**config.mk**
```make
export PLATFORM = sky130hd
export DESIGN_NAME = reg_transfer_unit_flat
export DESIGN_NICKNAME = d
export VERILOG_FILES = /design/src/rtl/cpu6_pkg.sv /design/src/rtl/reg_transfer_unit_if.sv /design/src/rtl/rtu_alu.sv /design/src/rtl/reg_transfer_unit.sv /design/src/flat_wrapper.sv
export SDC_FILE = /design/constraint.sdc
export NUM_CORES = 1
export LEC_CHECK = 0
export CAP_MARGIN = 20
export CORE_MARGIN = 2
export CORE_UTILIZATION = 36
export DETAILED_ROUTE_END_ITERATION = 6
export GPL_TIMING_DRIVEN = 1
export MAX_ROUTING_LAYER = met4
export SETUP_SLACK_MARGIN = 0.1
export SLEW_MARGIN = 20
export SYNTH_ARGS = -nofsm -noshare
export SYNTH_HDL_FRONTEND = slang
export SYNTH_SLANG_ARGS = --single-unit
export TNS_END_PERCENT = 5
```
**constraint.sdc**
```tcl
create_clock -name clk -period 2.16 [get_ports clk]
set_input_delay 0.324 -clock clk [delete_from_list [all_inputs] [get_ports clk]]
set_output_delay 0.324 -clock clk [all_outputs]
set_load 0.03 [all_outputs]
```
**src/rtl/cpu6_pkg.sv**
```systemverilog
// Shared definitions for the 6-bit CPU datapath: widths, register-transfer
// opcodes and the sequencer state encoding.
package cpu6_pkg;

    localparam int WIDTH = 6;
    localparam int NREG  = 8;
    localparam int SELW  = $clog2(NREG);

    typedef enum logic [1:0] {
        OP_MOV = 2'b00,
        OP_INC = 2'b01,
        OP_DEC = 2'b10,
        OP_LDI = 2'b11
    } op_e;

    typedef enum logic [1:0] {
        ST_IDLE   = 2'b00,
        ST_SELECT = 2'b01,
        ST_WRITE  = 2'b10,
        ST_DONE   = 2'b11
    } state_e;

endpackage

```
**src/rtl/reg_transfer_unit_if.sv**
```systemverilog
// Request/response and mux-side signals of the register-transfer unit.
// The slave modport is the sequencer; the master modport drives requests and bus_in.
interface reg_transfer_unit_if #(
    parameter int WIDTH = 6,
    parameter int SELW  = 3
);
    logic             start;
    logic [1:0]       op;
    logic [SELW-1:0]  src;
    logic [SELW-1:0]  dst;
    logic [WIDTH-1:0] imm;
    logic [WIDTH-1:0] bus_in;
    logic [WIDTH-1:0] r0, r1, r2, r3, r4, r5, r6, r7;
    logic [SELW-1:0]  sel;
    logic             busy;
    logic             done;
    logic             zero;

    modport master (
        output start, op, src, dst, imm, bus_in,
        input  r0, r1, r2, r3, r4, r5, r6, r7, sel, busy, done, zero
    );

    modport slave (
        input  start, op, src, dst, imm, bus_in,
        output r0, r1, r2, r3, r4, r5, r6, r7, sel, busy, done, zero
    );
endinterface

```
**src/rtl/rtu_alu.sv**
```systemverilog
// Combinational result path for a register transfer: pass, increment,
// decrement (all mod 2^WIDTH) or immediate.
module rtu_alu
    import cpu6_pkg::*;
#(
    parameter int WIDTH = cpu6_pkg::WIDTH
) (
    input  op_e              i_op,
    input  logic [WIDTH-1:0] i_bus,
    input  logic [WIDTH-1:0] i_imm,
    output logic [WIDTH-1:0] o_result
);

    always_comb begin
        // NOTE: default assignment first so no path through the case infers a latch.
        o_result = i_bus;
        case (i_op)
            OP_MOV:  o_result = i_bus;
            OP_INC:  o_result = i_bus + WIDTH'(1);
            OP_DEC:  o_result = i_bus - WIDTH'(1);
            OP_LDI:  o_result = i_imm;
            default: o_result = i_bus;
        endcase
    end

endmodule

```
**src/rtl/reg_transfer_unit.sv**
```systemverilog
// Register-transfer sequencer: eight general registers feeding the bus mux,
// mux select, and write-back of the (optionally modified) mux output.
module reg_transfer_unit
    import cpu6_pkg::*;
#(
    parameter int WIDTH = cpu6_pkg::WIDTH,
    parameter int NREG  = cpu6_pkg::NREG
) (
    input logic               clk,
    input logic               rst_n,
    reg_transfer_unit_if.slave bus
);

    localparam int SELW = $clog2(NREG);

    state_e            r_state;
    logic [WIDTH-1:0]  r_regs [NREG];
    op_e               r_op;
    logic [SELW-1:0]   r_dst;
    logic [WIDTH-1:0]  r_imm;
    logic [SELW-1:0]   r_sel;
    logic              r_busy;
    logic              r_done;
    logic              r_zero;
    logic [WIDTH-1:0]  w_result;

    rtu_alu #(.WIDTH(WIDTH)) u_alu (
        .i_op     (r_op),
        .i_bus    (bus.bus_in),
        .i_imm    (r_imm),
        .o_result (w_result)
    );

    // NOTE: non-blocking assignments throughout so every register samples pre-edge values.
    always_ff @(posedge clk or negedge rst_n) begin
        if (!rst_n) begin
            r_state <= ST_IDLE;
            // NOTE: the register file is flops, not RAM, so it is cleared by reset.
            for (int i = 0; i < NREG; i++) r_regs[i] <= '0;
            r_op    <= OP_MOV;
            r_dst   <= '0;
            r_imm   <= '0;
            r_sel   <= '0;
            r_busy  <= 1'b0;
            r_done  <= 1'b0;
            r_zero  <= 1'b0;
        end else begin
            case (r_state)
                ST_IDLE: begin
                    if (bus.start) begin
                        r_op   <= op_e'(bus.op);
                        r_dst  <= bus.dst;
                        r_imm  <= bus.imm;
                        r_busy <= 1'b1;
                        if (op_e'(bus.op) == OP_LDI) begin
                            r_state <= ST_WRITE;
                        end else begin
                            r_sel   <= bus.src;
                            r_state <= ST_SELECT;
                        end
                    end
                end
                ST_SELECT: r_state <= ST_WRITE;
                ST_WRITE: begin
                    r_regs[r_dst] <= w_result;
                    r_zero        <= (w_result == '0);
                    r_busy        <= 1'b0;
                    r_done        <= 1'b1;
                    r_state       <= ST_DONE;
                end
                ST_DONE: begin
                    r_done  <= 1'b0;
                    r_state <= ST_IDLE;
                end
                default: r_state <= ST_IDLE;
            endcase
        end
    end

    assign bus.r0   = r_regs[0];
    assign bus.r1   = r_regs[1];
    assign bus.r2   = r_regs[2];
    assign bus.r3   = r_regs[3];
    assign bus.r4   = r_regs[4];
    assign bus.r5   = r_regs[5];
    assign bus.r6   = r_regs[6];
    assign bus.r7   = r_regs[7];
    assign bus.sel  = r_sel;
    assign bus.busy = r_busy;
    assign bus.done = r_done;
    assign bus.zero = r_zero;

endmodule

```
**src/flat_wrapper.sv**
```systemverilog
// flat-port wrapper written by rule: the top's interface ports become plain ports
module reg_transfer_unit_flat import cpu6_pkg::*;
#(
    parameter int WIDTH = cpu6_pkg::WIDTH,
    parameter int NREG  = cpu6_pkg::NREG
)
  (clk, rst_n, bus_start, bus_op, bus_src, bus_dst, bus_imm, bus_bus_in, bus_r0, bus_r1, bus_r2, bus_r3, bus_r4, bus_r5, bus_r6, bus_r7, bus_sel, bus_busy, bus_done, bus_zero);
  reg_transfer_unit_if #(.WIDTH(WIDTH), .SELW(3)) bus_i ();
  input logic clk;
  input logic rst_n;
  input wire logic [$bits(bus_i.start)-1:0] bus_start;
  input wire logic [$bits(bus_i.op)-1:0] bus_op;
  input wire logic [$bits(bus_i.src)-1:0] bus_src;
  input wire logic [$bits(bus_i.dst)-1:0] bus_dst;
  input wire logic [$bits(bus_i.imm)-1:0] bus_imm;
  input wire logic [$bits(bus_i.bus_in)-1:0] bus_bus_in;
  output wire logic [$bits(bus_i.r0)-1:0] bus_r0;
  output wire logic [$bits(bus_i.r1)-1:0] bus_r1;
  output wire logic [$bits(bus_i.r2)-1:0] bus_r2;
  output wire logic [$bits(bus_i.r3)-1:0] bus_r3;
  output wire logic [$bits(bus_i.r4)-1:0] bus_r4;
  output wire logic [$bits(bus_i.r5)-1:0] bus_r5;
  output wire logic [$bits(bus_i.r6)-1:0] bus_r6;
  output wire logic [$bits(bus_i.r7)-1:0] bus_r7;
  output wire logic [$bits(bus_i.sel)-1:0] bus_sel;
  output wire logic [$bits(bus_i.busy)-1:0] bus_busy;
  output wire logic [$bits(bus_i.done)-1:0] bus_done;
  output wire logic [$bits(bus_i.zero)-1:0] bus_zero;
  assign bus_i.start = bus_start;
  assign bus_i.op = bus_op;
  assign bus_i.src = bus_src;
  assign bus_i.dst = bus_dst;
  assign bus_i.imm = bus_imm;
  assign bus_i.bus_in = bus_bus_in;
  assign bus_r0 = bus_i.r0;
  assign bus_r1 = bus_i.r1;
  assign bus_r2 = bus_i.r2;
  assign bus_r3 = bus_i.r3;
  assign bus_r4 = bus_i.r4;
  assign bus_r5 = bus_i.r5;
  assign bus_r6 = bus_i.r6;
  assign bus_r7 = bus_i.r7;
  assign bus_sel = bus_i.sel;
  assign bus_busy = bus_i.busy;
  assign bus_done = bus_i.done;
  assign bus_zero = bus_i.zero;
  reg_transfer_unit #(.WIDTH(WIDTH), .NREG(NREG)) u_core (.clk(clk), .rst_n(rst_n), .bus(bus_i));
endmodule
```
# After elaboration in Yosys (flattened, before gate mapping)
# Cells that the tools add are included.
# word_totals
register_bits,67
in_bits,23
output_inout_bits,54
wordCells,49
# classes
n_addsub,2
n_lt_le_gt_ge,2
n_eq_ne,8
muxes,10
bitwise_logic,2
reduce_logical,9
# op_table
op,n
$bwmux 48,1
$pmux 6 s4,1
$demux 6 s3,1
$eq 2x2->1 const B,5
$pmux 2 s4,1
$add 6x1->6 const B,1
$logic_not 6->1,1
$mux 6,1
$sub 6x1->6 const B,1
$eq 2x1->1 const B,2
$ge 4x4->1 const B,1
$logic_not 2->1,2
$lt 4x1->1 const B,1
$mux 2,2
$not 3->4,1
$pmux 1 s2,2
$reduce_and 2->1,2
$reduce_bool 2->1,2
$reduce_and 3->1,1
$ne 2x2->1 const B,1
$logic_and 1x1->1,1
$mux 1,1
$not 1->1,1

# Depth between registers and ports, before layout
# Gate-level depths: netlist of the first run.
# logic_depth
depth_word,6
mapped_depth,10
ltp_nobuf,9

# Modules after synthesis
# A second synthesis of the first run with hierarchy kept.
# unflattened
cells_unflattened,234
area_unflattened_um2,3155.5
# by_module_without_submodules
module,n_inst,cells_each,area_each_um2,seq_area_each_um2
reg_transfer_unit,1,170,2687.6,1676.6
rtu_alu,1,64,467.9,0.0

# Worst setup path after synthesis of the first run
# No wires, ideal clock.
# synth_path
path_type,register -> register
startpoint,register u_core.r_op[0]
endpoint,"register u_core.r_regs, in the netlist u_core.bus.r0[4]"
setup_ps,143
arrival_ps,2177
t_required_ps,2017
slack_ps,-160
path_stages_with_launch,11
n_path_buf,1
synth_period_minus_slack_ps,2320
cell_sequence,dfrtp_1 -> inv_1 -> ha_1 -> buf_2 -> xor2_1 -> ha_1 -> a21boi_0 -> o221ai_1 -> a21bo_2 -> a31oi_1 -> o21ai_0
# synth_between
elab_chain_len,3
word_cells_on_any_way,6
classes_between,eq/ne (3); mux (2); reduce/logical (1)
# synth_rtl
item,line_no,text
"start, declared",reg_transfer_unit.sv:18,op_e r_op;
"start signal, assigned",reg_transfer_unit.sv:51,r_op <= op_e'(bus.op);
$eq 2x2->1 (tied with other cells),rtu_alu.sv:17,case (i_op)
$pmux 6 s4 (*),rtu_alu.sv:17,
$bwmux 48 (*),reg_transfer_unit.sv:65,r_regs[r_dst] <= w_result;
"end signal, assigned by index",reg_transfer_unit.sv:65,
"end, declared",reg_transfer_unit.sv:17,logic [WIDTH-1:0] r_regs [NREG];
# Every way passes the cells marked *; elsewhere a longest branch is shown, timed or not.
# A chain may end at the register's enable or synchronous reset.

# Final worst setup path of the first run
# layout_path
startpoint,register u_core.r_op[1]
endpoint,"register u_core.r_zero, in the netlist u_core.bus.zero"
# layout_between
elab_chain_len,3
word_cells_on_any_way,6
classes_between,eq/ne (3); mux (1); reduce/logical (2)
# layout_rtl
item,line_no,text
$eq 2x2->1 (tied with other cells),rtu_alu.sv:17,
$pmux 6 s4 (*),rtu_alu.sv:17,
$logic_not 6->1 (*),reg_transfer_unit.sv:66,r_zero <= (w_result == '0);
"end signal, assigned",reg_transfer_unit.sv:66,
"end, declared",reg_transfer_unit.sv:24,logic r_zero;
# Marks and branches as above.

==> run_results.csv, run 1 <==
group,metric,value,unit
placement,gp_congestion,0.880,
worst_setup_path,slowest_stage,"dfrtp_1",
worst_setup_path,arrival,2390,ps
global_route,met1_usage,23.1,%
route,wl_per_cell,14.5,um
run,cap_violations,0,
sta,setup_slack,54.1,ps
worst_setup_path,critical_path_buf_inv_count,0,
worst_setup_path,startpoint_type,"flip-flop",
die,die-width,94.1,um
sta,timing.slew.headroom,70.1,%
worst_setup_path,critPathMaxStageDelay,410,ps
power,vdd_drop_max,0.832,mV
cts,clkLatencyLatePin,350,ps
sta,rsz0062_at_grt,"yes",
die,core_area,7810,um^2
sta,tightest_slew,448,ps
sta,fin_skew,9.13,ps
global_route,grt_max_degree,68,
status,outcome,"finished, final reports clean",
global_route,grt.busiest_layer,"met2",
sta,finalHoldViolations,0,
route,firstDrtPassIters,4,
synthesis,ys_types,34,
synthesis,yosysSeqAreaShare,57.4,%
global_route,gr-usage-all-layers,17.8,%
synthesis,syn_area,2920,um^2
global_route,grtUsageMet2,26.7,%
die,die_area,8850,um^2
layout,diodes,0,
layout,final-seq-area,1680,um^2
sta,drv_slew,0,
power,leakagePower,1.89,nW
sta,fin_hold_ws,482,ps
layout,nets,417,
global_route,met3_usage,4.33,%
die,die_y,94.1,um
worst_setup_path,cp_max_fo,5,
sta,min_period_over_period,97.5,%
worst_setup_path,crit_type,"reg2reg",
route,ant_nets,0,
worst_setup_path,crit_path_end_kind,"flip-flop",
sta,setup_viol,0,
synthesis,syn-num-nets,317,
die,initial_core_util,37.4,%
placement,dp_cells,468,
layout,fillCellCount,737,
global_route,grt-ovfl-total,0,
route,viasPerCell,4.89,
route,first_iter_violations,73,
cts,cts.htree.levels,3,
synthesis,ys_seq_elements,67,
sta,min_period,2110,ps
die,ios,77,
layout,drive_gt1_share,20.1,%
die,fp-row-count,32,
sta,fmax,475,MHz
layout,multi_input_area,1270,um^2
placement,place_ws,-195,ps
synthesis,yosysWarnings,0,
route,drc_errors,0,
synthesis,avgSynthCellArea,10.3,um^2
placement,portBuffers,76,
global_route,grt_pass1_wl,11600,um
worst_setup_path,required,2440,ps
layout,syn_to_final_growth,46.6,%
worst_setup_path,cp_top_family,"compound AO/OA/AOI/OAI gates",
cts,cts_tree,"yes",
cts,cts_root_buf,"clkbuf_8",
global_route,first_global_vias,2323,
cts,clk_pin_slew,80,ps
worst_setup_path,crit_chain,"ha_4 > xor2_1 > ha_2 > o21a_1 > o221ai_2 > nand3_2 > a31oi_4 > a41o_1",
power,cellPowerDensity,1870,nW/um^2
placement,post-dp-hpwl,5040,um
synthesis,synthCells,284,
hold_path,min_path_type,"reg2reg",
layout,fin_util,54.8,%
cts,numClockSinks,67,
power,finalPower,8.02,mW
global_route,antenna_found_initial,0,
cts,cts_buffer_depth,2,
layout,final_cells,491,
cts,cts_made_buffers,9,
route,via_count,2403,
route,drt_wl_total,7130,um
-- report_power, final --
group	leakage (nW)	internal, mW	switching, mW
logic	0.982	2.00	2.68
registers	0.809	1.89	0.403
clock network	0.0962	0.540	0.512
-- worst min-delay path, delay by kind of cell, from the launching register on --
kind               cells  cell delay [ps]
AOI/OAI and AO/OA      1               60
and+or+nand+nor        1               50
DFF                    1              340
-- cell type report --
type / instances / area share [%]
Sequential cell: 67 / 39.2
Multi-Input combinational cell: 195 / 29.7
Timing Repair Buffer: 102 / 22.6
Tap cell: 102 / 2.98
Clock buffer: 9 / 2.89
Clock inverter: 7 / 1.78
Inverter: 9 / 0.789
-- synth_stat cells --
cell       number  area, um^2
o211ai_1        1        7.51
a41o_1          1        10.0
nand4bb_1       1        11.3
buf_2           1        5.00
xor2_1          2        17.5
nor2_1          8        30.0
o21ai_0        54         270
mux2_2         15         169
dfrtp_1        67        1680
a221oi_2        1        15.0
o41a_1          1        11.3
o221ai_1        1        8.76
nor2b_1         3        18.8
inv_1           9        33.8
nand4b_1        1        8.76
o22ai_1         1        6.26
a31oi_1         1        6.26
and4_1          1        8.76
nand2_1        61         229
nand4_1         2        12.5
a21boi_0        1        7.51
a21oi_1         8        40.0
a21bo_2         1        10.0
mux2i_1         2        20.0
o21a_1          1        7.51
a22oi_1         1        7.51
nor3_1          2        10.0
nand3_1         7        35.0
clkbuf_1       13        48.8
xnor2_1         2        17.5
ha_1           10         125
a21o_1          1        7.51
a211oi_2        1        12.5
nand3b_1        2        15.0
-- routing by layer --
layer	vias to the layer above	wire (um)	share of wire [%]
met5	-	0	0
met4	0	168	2.4
met2	77	3240	46
met1	1127	3330	47
li1	1181	-	-
met3	18	380	5.3
-- sequential cells by signal, indices dropped and copies added, names as in the netlist --
name and cells:
u_core.bus.r0 6, u_core.bus.r1 6, u_core.bus.r2 6, u_core.bus.r3 6
u_core.bus.r4 6, u_core.bus.r5 6, u_core.bus.r6 6, u_core.bus.r7 6
u_core.r_imm 6, u_core.bus.sel 3, u_core.r_dst 3, u_core.r_op 2
u_core.r_state 2, u_core.bus.busy 1, u_core.bus.done 1, u_core.bus.zero 1
-- logic make-up after synthesis --
| family | share of synthesized area [%] |
|---|---|
| AOI/OAI and AO/OA | 14.7 |
| xor gates and xnor gates | 1.20 |
| adders and majority gates | 4.28 |
| buffers and inverters | 3.00 |
| DFF | 57.4 |
| muxes | 6.47 |
| and+or+nand+nor | 13.0 |
-- worst paths after layout --
kind	start	to	slack, ps	cells after the start
max in group asynchronous	rst_n	u_core.r_op[0]	1350	3
worst max-delay path	u_core.r_op[1]	u_core.bus.zero	50	8
worst min register to register	u_core.bus.r3[0]	u_core.bus.r3[0]	480	2
worst min-delay path	u_core.bus.r3[0]	u_core.bus.r3[0]	480	2
min in group asynchronous	rst_n	u_core.bus.r7[1]	500	3
worst max register to register	u_core.r_op[1]	u_core.bus.zero	50	8
-- placed cells by master, fill, tap and decap left out, types with 2 or more instances in the layout --
master           instances
xor2_1                   2
clkinvlp_4               2
inv_6                    2
ha_2                     3
o21ai_1                 10
mux2i_1                  2
nor3_1                   2
ha_1                     6
a21oi_1                  3
nand3b_1                 2
nand3_1                  6
buf_4                   23
nand4_1                  2
nor2_1                   8
nor2b_1                  3
dfrtp_1                 67
inv_1                    8
clkbuf_8                 9
clkdlybuf4s50_1         75
a31oi_4                  2
mux2_2                  15
o21ai_0                 44
xnor2_2                  2
a21oi_2                  4
nand2_1                 61
-- per-stage QoR --
stage / TNS (ps) / instance area [um^2]
finish: 0 / 4280
global route: -386 / 4280
CTS: 0 / 4250
detailed placement: -2730 / 3950
global placement: -1660 / 3950
floorplan: 0 / 2960
-- timing repair --
action / 4_1_cts / 5_1_grt
gates cloned: 1 / 0
buffers inserted: 5 / 0
hold endpoints to repair: 32 / 0
gates resized for setup: 8 / 16
hold buffers: 1 / 0
pin swaps: 4 / 5
setup endpoints to repair: 17 / 47
No activity file was read; power rests on OpenSTA's default activity.
==> run 2, diff against run 1 <==
==> constraint.sdc (replaced) <==
create_clock -name clk -period 2.16 [get_ports clk]
set_input_delay 0.648 -clock clk [delete_from_list [all_inputs] [get_ports clk]]
set_output_delay 0.648 -clock clk [all_outputs]
set_load 0.03 [all_outputs]
==> run 2 against run 1 <==
  * Register-to-register slack got worse by 30 ps
  * Wire length is 1.8% higher
  * Critical path depth is the same
  * First-iteration DRC count up 93%
  * Design area up 2.7%
  * Hold slack worse by 190 ps
  * Non-clock buffer count up 4
  * Flip-flop and latch count stayed put
  * Fmax shrank 1.3%
  * Global-route usage rose by 0.30 points
  * Critical path type unchanged
  * Largest power group unchanged
  * Highest routed layer unchanged
==> run_results.csv, run 2 (synthesis results as in run 1) <==
group,metric,value,unit
status,outcome,"finished, final reports clean",
route,firstDrtPassIters,4,
route,via_count,2397,
sta,fin_skew,6.11,ps
sta,drv_slew,0,
layout,postLayoutCellArea,4400,um^2
sta,tightest_slew,519,ps
sta,min_period,2130,ps
route,wl_per_cell,14.7,um
cts,clk_pin_slew,70,ps
worst_setup_path,reg2reg_to,"u_core.bus.zero",
placement,post-dp-hpwl,5310,um
worst_setup_path,required,2390,ps
cts,cts_made_buffers,9,
worst_setup_path,startpoint_type,"flip-flop",
global_route,antenna_found_initial,0,
global_route,first_global_vias,2344,
layout,nets,421,
placement,place_ws,-550,ps
sta,fin_hold_ws,294,ps
die,fp-row-count,32,
sta,setup_viol,0,
worst_setup_path,r2r_start,"u_core.r_op[1]",
sta,timing.slew.headroom,65.4,%
sta,rsz0062_at_grt,"yes",
placement,gp_congestion,0.858,
worst_setup_path,reg2reg_slack,30,ps
placement,portBuffers,76,
cts,hold_buffers,0,
power,vdd_drop_max,0.782,mV
die,ios,77,
layout,syn_to_final_growth,50.6,%
layout,final_cells,495,
global_route,gr-usage-all-layers,18.1,%
cts,cts.htree.levels,3,
hold_path,min_path_type,"in2async",
die,initial_core_util,37.4,%
placement,dp_cells,475,
layout,final_cell_mix,"67 x dfrtp_1, 61 x nand2_1, 53 x clkdlybuf4s50_1",
route,first_iter_violations,141,
global_route,grt_pass1_wl,12000,um
sta,fin_tns_setup,0,ps
sta,finalHoldViolations,0,
power,cellPowerDensity,1850,nW/um^2
cts,cts_tree,"yes",
die,die_area,8850,um^2
worst_setup_path,crit_path_end_kind,"flip-flop",
cts,cts_root_buf,"clkbuf_8",
die,core_area,7810,um^2
global_route,grt_max_degree,50,
die,die_y,94.1,um
die,die-width,94.1,um
cts,clkLatencyLatePin,340,ps
route,drt_wl_total,7250,um
sta,fmax,469,MHz
global_route,grt-ovfl-total,0,
layout,fin_util,56.3,%
power,finalPower,8.16,mW
worst_setup_path,crit_type,"reg2reg",
cts,numClockSinks,67,
cts,cts_buffer_depth,2,
placement,place_area,3990,um^2
route,drc_errors,0,
layout,drive_gt1_share,21.4,%
layout,diodes,0,
sta,min_period_over_period,98.8,%
power,leakagePower,2.12,nW
worst_setup_path,arrival,2370,ps
run,cap_violations,0,
route,ant_nets,0,
layout,final_common_cell,"dfrtp_1",
worst_setup_path,cp_max_fo,8,
route,viasPerCell,4.84,
worst_setup_path,worstRegToRegCells,8,
sta,setup_slack,26.5,ps
run 2: final cells by class:
class,instances,area (um^2)
Multi-Input combinational cell,195,1290
Inverter,9,33.8
Sequential cell,67,1680
Clock inverter,7,98.8
Clock buffer,9,124
Timing Repair Buffer,106,1040
Fill cell,699,3410
Tap cell,102,128
run 2: worst max-delay path: stages, from the launching register on:
cell	delay (ps)
dfrtp_1	410
ha_4	200
buf_4	150
ha_4	270
o21ai_2	50
nand2_1	60
o22ai_1	80
o41a_1	530
a41o_1	270
run 2: worst max path at each step:
| stage | endpoint | slack (ps) | cells past startpoint | from |
|---|---|---|---|---|
| 2_1_floorplan | u_core.bus.zero | 30 | 8 | bus_bus_in[1] |
| 3_3_place_gp | u_core.bus.r6[4] | -470 | 8 | bus_bus_in[1] |
| 3_5_place_dp | u_core.bus.r5[4] | -550 | 8 | bus_bus_in[1] |
| 4_1_cts | u_core.bus.zero | 40 | 9 | u_core.r_op[0] |
| 5_1_grt | u_core.bus.r1[5] | -60 | 10 | u_core.r_op[0] |
| 6_report | u_core.bus.zero | 30 | 8 | u_core.r_op[1] |
run 2: what timing repair did:
item                       CTS  global route
gates cloned                 1             0
setup buffers                3             0
resized for setup           23            25
setup endpoints to repair   45            77
pin swaps                    7             8
run 2: power breakdown:
| part | internal, mW | switching [mW] | total [mW] |
|---|---|---|---|
| combinational | 2.00 | 2.69 | 4.70 |
| sequential | 1.89 | 0.401 | 2.29 |
| clock | 0.658 | 0.514 | 1.17 |
run 2: metal layers:
layer | global-route usage (%) | share of wire [%] | wire [um]
met4 | 6.16 | 1.4 | 104
met5 | - | 0 | 0
met1 | 24.6 | 47 | 3430
met2 | 27.6 | 47 | 3410
met3 | 3.21 | 4.2 | 303
